File: config.mk
export PLATFORM = sky130hd
export DESIGN_NAME = dma_channel_scheduler
export DESIGN_NICKNAME = d
export VERILOG_FILES = /design/src/rtl/dma_channel_scheduler.sv
export SDC_FILE = /design/constraint.sdc
export NUM_CORES = 1
export LEC_CHECK = 0
export ABC_CLOCK_PERIOD_IN_PS = 4700
export CORE_UTILIZATION = 51
export DETAILED_ROUTE_END_ITERATION = 6
export PLACE_DENSITY = 0.82
export REMOVE_ABC_BUFFERS = 1
export SLEW_MARGIN = 20
export SYNTH_ARGS = -nofsm -noshare
export SYNTH_HDL_FRONTEND = slang
export SYNTH_SLANG_ARGS = --single-unit
export TNS_END_PERCENT = 20
File: constraint.sdc
create_clock -name clk_i -period 4.7 [get_ports clk_i]
set_input_delay 0.94 -clock clk_i [delete_from_list [all_inputs] [get_ports clk_i]]
set_output_delay 0.94 -clock clk_i [all_outputs]
set_load 0.03 [all_outputs]
File: src/rtl/dma_channel_scheduler.sv
// DMA channel scheduler: picks the highest-priority pending enabled channel (round-robin among ties)
// and hands it to the shared DMA engine. Optional busy watchdog: define DMA_SCHED_TIMEOUT_EN.
module dma_channel_scheduler #(
  parameter int CHANNELS_AMOUNT = 4,
  parameter int CH_W            = (CHANNELS_AMOUNT > 1) ? $clog2(CHANNELS_AMOUNT) : 1,
  parameter int TIMEOUT_W       = 16
) (
  input  logic                         clk_i,
  input  logic                         rst_i,
  input  logic [CHANNELS_AMOUNT-1:0]   request_i,
  input  logic [CHANNELS_AMOUNT-1:0]   ch_enable_i,
  input  logic [2*CHANNELS_AMOUNT-1:0] priority_i,
  input  logic [TIMEOUT_W-1:0]         timeout_cycles_i,
  output logic                         grant_valid_o,
  output logic [CH_W-1:0]              grant_channel_o,
  input  logic                         engine_ready_i,
  input  logic                         engine_done_i,
  output logic [CHANNELS_AMOUNT-1:0]   acknowledge_o,
  output logic                         busy_o,
  output logic                         error_o,
  output logic [2:0]                   state_dbg_o
);

  // Handshake: the grant transfers on a cycle with grant_valid_o && engine_ready_i;
  // once raised, grant_valid_o and grant_channel_o stay fixed until that transfer.
  typedef enum logic [2:0] {
    S_IDLE  = 3'd0,
    S_ARB   = 3'd1,
    S_GRANT = 3'd2,
    S_BUSY  = 3'd3,
    S_ACK   = 3'd4
  } state_t;

  state_t                       state_q;
  logic                         grant_valid_q;
  logic                         busy_q;
  logic [CH_W-1:0]              grant_ch_q;
  logic [CH_W-1:0]              rr_q;
  logic [CHANNELS_AMOUNT-1:0]   ack_q;

  logic [CHANNELS_AMOUNT-1:0]   elig;
  logic [1:0]                   prio_a [CHANNELS_AMOUNT];
  logic [1:0]                   max_prio;
  logic [CH_W-1:0]              pick_d;
  logic [CH_W-1:0]              rr_d;
  logic [CHANNELS_AMOUNT-1:0]   ack_d;
  logic [CH_W-1:0]              idx_w;
  int                           idx;
  logic                         found;

  assign elig = request_i & ch_enable_i;

  always_comb begin
    for (int c = 0; c < CHANNELS_AMOUNT; c++) prio_a[c] = priority_i[2*c +: 2];
  end

  always_comb begin
    max_prio = 2'd0;
    for (int c = 0; c < CHANNELS_AMOUNT; c++) begin
      if (elig[c] && (prio_a[c] > max_prio)) max_prio = prio_a[c];
    end
  end

  // Scan upward from the round-robin pointer; first eligible channel at the top level wins.
  always_comb begin
    pick_d = '0;
    found  = 1'b0;
    idx    = 0;
    idx_w  = '0;
    for (int k = 0; k < CHANNELS_AMOUNT; k++) begin
      idx = int'(rr_q) + k;
      if (idx >= CHANNELS_AMOUNT) idx = idx - CHANNELS_AMOUNT;
      idx_w = idx[CH_W-1:0];
      if (!found && elig[idx_w] && (prio_a[idx_w] == max_prio)) begin
        pick_d = idx_w;
        found  = 1'b1;
      end
    end
  end

  assign rr_d = (grant_ch_q == CH_W'(CHANNELS_AMOUNT - 1)) ? '0 : grant_ch_q + CH_W'(1);

  always_comb begin
    ack_d             = '0;
    ack_d[grant_ch_q] = 1'b1;
  end

`ifdef DMA_SCHED_TIMEOUT_EN
  logic [TIMEOUT_W-1:0] cnt_q;
  logic                 err_q;
  logic                 timeout_hit;

  // A limit of zero disables the watchdog.
  assign timeout_hit = (timeout_cycles_i != '0) &&
                       ((cnt_q + TIMEOUT_W'(1)) == timeout_cycles_i);
  assign error_o     = err_q;
`else
  logic unused_timeout;
  assign unused_timeout = ^timeout_cycles_i;
  assign error_o        = 1'b0;
`endif

  always_ff @(posedge clk_i or negedge rst_i) begin
    if (!rst_i) begin
      state_q       <= S_IDLE;
      grant_valid_q <= 1'b0;
      grant_ch_q    <= '0;
      busy_q        <= 1'b0;
      ack_q         <= '0;
      rr_q          <= '0;
`ifdef DMA_SCHED_TIMEOUT_EN
      cnt_q         <= '0;
      err_q         <= 1'b0;
`endif
    end else begin
      ack_q <= '0;
`ifdef DMA_SCHED_TIMEOUT_EN
      err_q <= 1'b0;
`endif
      case (state_q)
        S_IDLE: begin
          if (|elig) state_q <= S_ARB;
        end
        S_ARB: begin
          if (|elig) begin
            grant_ch_q    <= pick_d;
            grant_valid_q <= 1'b1;
            state_q       <= S_GRANT;
          end else begin
            state_q <= S_IDLE;
          end
        end
        S_GRANT: begin
          if (engine_ready_i) begin
            grant_valid_q <= 1'b0;
            busy_q        <= 1'b1;
            state_q       <= S_BUSY;
`ifdef DMA_SCHED_TIMEOUT_EN
            cnt_q         <= '0;
`endif
          end
        end
        S_BUSY: begin
          if (engine_done_i) begin
            busy_q  <= 1'b0;
            ack_q   <= ack_d;
            state_q <= S_ACK;
          end
`ifdef DMA_SCHED_TIMEOUT_EN
          else if (timeout_hit) begin
            busy_q  <= 1'b0;
            err_q   <= 1'b1;
            rr_q    <= rr_d;
            state_q <= S_IDLE;
          end else begin
            cnt_q <= cnt_q + TIMEOUT_W'(1);
          end
`endif
        end
        S_ACK: begin
          rr_q    <= rr_d;
          state_q <= S_IDLE;
        end
        default: state_q <= S_IDLE;
      endcase
    end
  end

  assign grant_valid_o   = grant_valid_q;
  assign grant_channel_o = grant_ch_q;
  assign acknowledge_o   = ack_q;
  assign busy_o          = busy_q;
  assign state_dbg_o     = state_q;

endmodule

==> flow_summary.yaml <==
outcome:
  status: "finished with violations"
  violations: "design-rule violations, negative setup slack"
routing:
  via_count: 1757
  routed_wl_um: 5140
  first_pass_iters: 7
  dr.first_iter.drc_count: 104
  route.antenna.remaining_nets: 0
  drc: 1
  vias_per_cell: 6.30
  post_drt_wl_per_cell_um: 18.4
timing:
  layout_setup_ws_ps: -212
  hold_viol: 0
  worstMarginPinSlew_ps: 863
  finalSetupTns_ps: -358
  period_share: 1.05
  min_period_ps: 4910
  worst_clock_skew_ps: 1.32
  maxSlewHeadroom: 0.425
  final_max_slew_viol_count: 0
  setup_viol: 2
  rsz0062_at_grt: "true"
  max_freq_ghz: 0.204
power:
  power_frac_comb: 0.641
  power_frac_clock: 0.084
  leakagePower_nw: 1.02
  internal_power_mw: 0.428
  ir_drop_v: 0.000285
  power_frac_seq: 0.275
  powerDensity_nw_per_um2: 354
  p_sw_frac: 0.478
  switching_power_mw: 0.391
cells_and_area:
  nNetsFinal: 295
  diodes: 0
  drive_gt1_frac: 0.327
  area_delta_synth_final_pct: 44.9
  fillCellCount: 173
  final_cells: 279
die:
  pin_count: 48
  die_h_um: 58.0
  die_w_um: 58.0
  start_util: 0.560
  die_area_um2: 3360
  num_rows: 19
  core_um2: 2850
job:
  drv_cap: 0
setup_path:
  cp.required_ps: 4910
  rrSetupSlack_ps: 1910
  cp-end-kind: "flop"
  cp-start-kind: "input port"
  slowest_delay_ps: 290
  cp.arrival_ps: 5130
  crit_slowest_cell: "a211o_4"
  crit_chain: "dlygate4sd2_1 -> inv_1 -> ha_4 -> and2_4 -> a211o_4 -> a21oi_4 -> ha_4 -> nor2b_4 -> o2111a_1 -> buf_4 -> nand2b_1 -> nand2_4 -> ha_4 -> nor2b_4 -> o2111a_1 -> buf_6 -> buf_6 -> nor4_2 -> a211oi_1 -> o211a_1 -> a22oi_2 -> mux2i_1 -> and4_1"
  worstSetupPathType: "input port to flop"
  cp_max_fo: 4
  path_common_cell: "ha_4"
grt:
  use_met1: 0.430
  gr-usage-met2: 0.589
  first_global_vias: 1770
  grt_first_pass_wirelength_um: 8520
  overflow: 0
  grt_util_met3: 0.0536
  grt_start_max_net_pins: 25
  grt_usage: 0.333
  busiest_layer: "met2"
  antenna_found_initial: 0
yosys:
  ys.flop_type: "dfrtp_1"
  yosysSeqAreaShare: 0.204
  yosysWarningCount: 0
  async_reset_ff_frac: 1.00
  ys_seq_elements: 13
  postSynthAreaPerCell_um2: 8.63
  synth.top_cell.area_share: 0.204
  synth_edf_count: 0
  syn_inst: 185
  synth_cell_types: 58
  synth_top_area_cell: "dfrtp_1"
  synth_area_um2: 1600
  yosys-top-cells-area: "dfrtp_1 20%, ha_1 7.8%, mux2i_1 5.6%"
hold_path:
  hp-class: "flop to flop"
placed_design:
  dp_hpwl_um: 3660
  numPlacedInstances: 271
  gp_congestion: 0.864
  numPortBuffers: 30
clocking:
  cts_buffer_depth: 2
  path_clk_slew_ps: 80
  ctsHtreeMaxLevel: 1
  clkLatencyLatePin_ps: 270
  cts_tree: "yes"
  clock_sinks: 13
  numCtsBuffers: 3
  clockRootBuffer: "clkbuf_4"
-- final cells by class --
class,instances,area [um2],area share
multi-input combinational,152,1290,0.556
clock buffer,4,26.3,0.0114
inverter,11,43.8,0.0189
tap,31,38.8,0.0168
sequential,13,325,0.141
timing repair buffer,68,593,0.256
-- synth_stat cells, types with 2 or more instances --
master and n:
clkbuf_1 2, and2_1 5, o32a_1 2, o22ai_1 3
nor4_1 2, nand2_1 22, o2111ai_1 2, a22oi_1 3
nor3_1 4, a21oi_1 9, mux2i_1 9, nor2_1 10
nor2b_1 3, nand2b_1 3, inv_1 11, clkbuf_8 3
dfrtp_1 13, o32ai_1 3, o21ai_0 6, ha_1 10
a211o_2 2, a211oi_1 6, and3_1 3, nand3_1 4
buf_4 2, nand4b_1 2, a2111oi_4 2, xnor2_1 4
mux2_2 5, o2111a_1 2
-- what timing repair did --
item	CTS	global route
hold endpoints to repair	0	0
buffers inserted	5	0
gates resized for setup	45	2
endpoints found under the setup margin	2	2
hold buffers	0	0
pin swaps	24	2
-- worst max-delay path: cells and delay by family --
kind | cells | cell delay, ps
muxes | 1 | 200
and+or+nand+nor | 7 | 1070
buffers and inverters | 5 | 810
AOI/OAI and AO/OA | 7 | 1400
adders and majority gates | 3 | 680
-- logic make-up (layout without fill, tap and decap cells) --
| group | count (synthesis) | count (layout) | share of synthesized area |
|---|---|---|---|
| simple gates | 72 | 72 | 0.252 |
| compound gates | 49 | 49 | 0.259 |
| xor+xnor | 5 | 5 | 0.0274 |
| buf+inv | 20 | 83 | 0.0760 |
| flops | 13 | 13 | 0.204 |
| other cells | 1 | 1 | 0.00235 |
| fa+ha+maj | 10 | 10 | 0.0784 |
| mux | 15 | 15 | 0.101 |
-- registers in the layout (all words and copies together) (netlist names) --
name,flops
grant_channel_o,2
state_dbg_o,3
rr_q,2
grant_valid_o,1
acknowledge_o,4
busy_o,1
-- per-layer routing --
metal,wire [um],part of all wire
met1,2070,0.40
met2,2650,0.52
met3,353,0.069
met4,59,0.011
met5,0,0
-- stage by stage --
step / cell area [um2] / hold WS (ps) / power, mW / worst slack, ps / util
2_1_floorplan: 1520 / 545 / 0.507 / -778 / -
3_3_place_gp: 2110 / 490 / 0.670 / -963 / 0.740
3_5_place_dp: 2110 / 508 / 0.699 / -1090 / 0.740
4_1_cts: 2310 / 530 / 0.799 / -167 / 0.809
5_1_grt: 2310 / 583 / 0.873 / -423 / 0.811
6_report: 2310 / 557 / 0.819 / -212 / 0.811
-- power by group through the flow --
stage	Sequential (mW)	Combinational, mW	Clock [mW]
6_report	0.225	0.525	0.0689
5_1_grt	0.231	0.568	0.0736
4_1_cts	0.220	0.508	0.0706
3_5_place_dp	0.222	0.476	0
3_3_place_gp	0.214	0.456	0
2_1_floorplan	0.264	0.243	0
-- final timing paths --
path	from	to	cells past startpoint
worst max-delay path	priority_i[2]	grant_channel_o[1]$_DFFE_PN0P_	23
worst min-delay path	busy_o$_DFFE_PN0P_	busy_o$_DFFE_PN0P_	2
worst max register to register	rr_q[1]$_DFFE_PN0N_	grant_channel_o[1]$_DFFE_PN0P_	8
worst min register to register	busy_o$_DFFE_PN0P_	busy_o$_DFFE_PN0P_	2
max in group asynchronous	rst_i	busy_o$_DFFE_PN0P_	1
min in group asynchronous	rst_i	acknowledge_o[1]$_DFF_PN0_	1
-- cell usage in the layout, fill, tap and decap left out, types with 6 or more instances in the layout --
cell type | Yosys | layout
nand2_1 | 22 | 21
inv_1 | 11 | 10
a21oi_1 | 9 | 9
buf_4 | 2 | 35
a211oi_1 | 6 | 6
nor2_1 | 10 | 10
mux2i_1 | 9 | 9
clkdlybuf4s50_1 | 0 | 24
dfrtp_1 | 13 | 13
No activity file was read; power rests on OpenSTA's default activity.
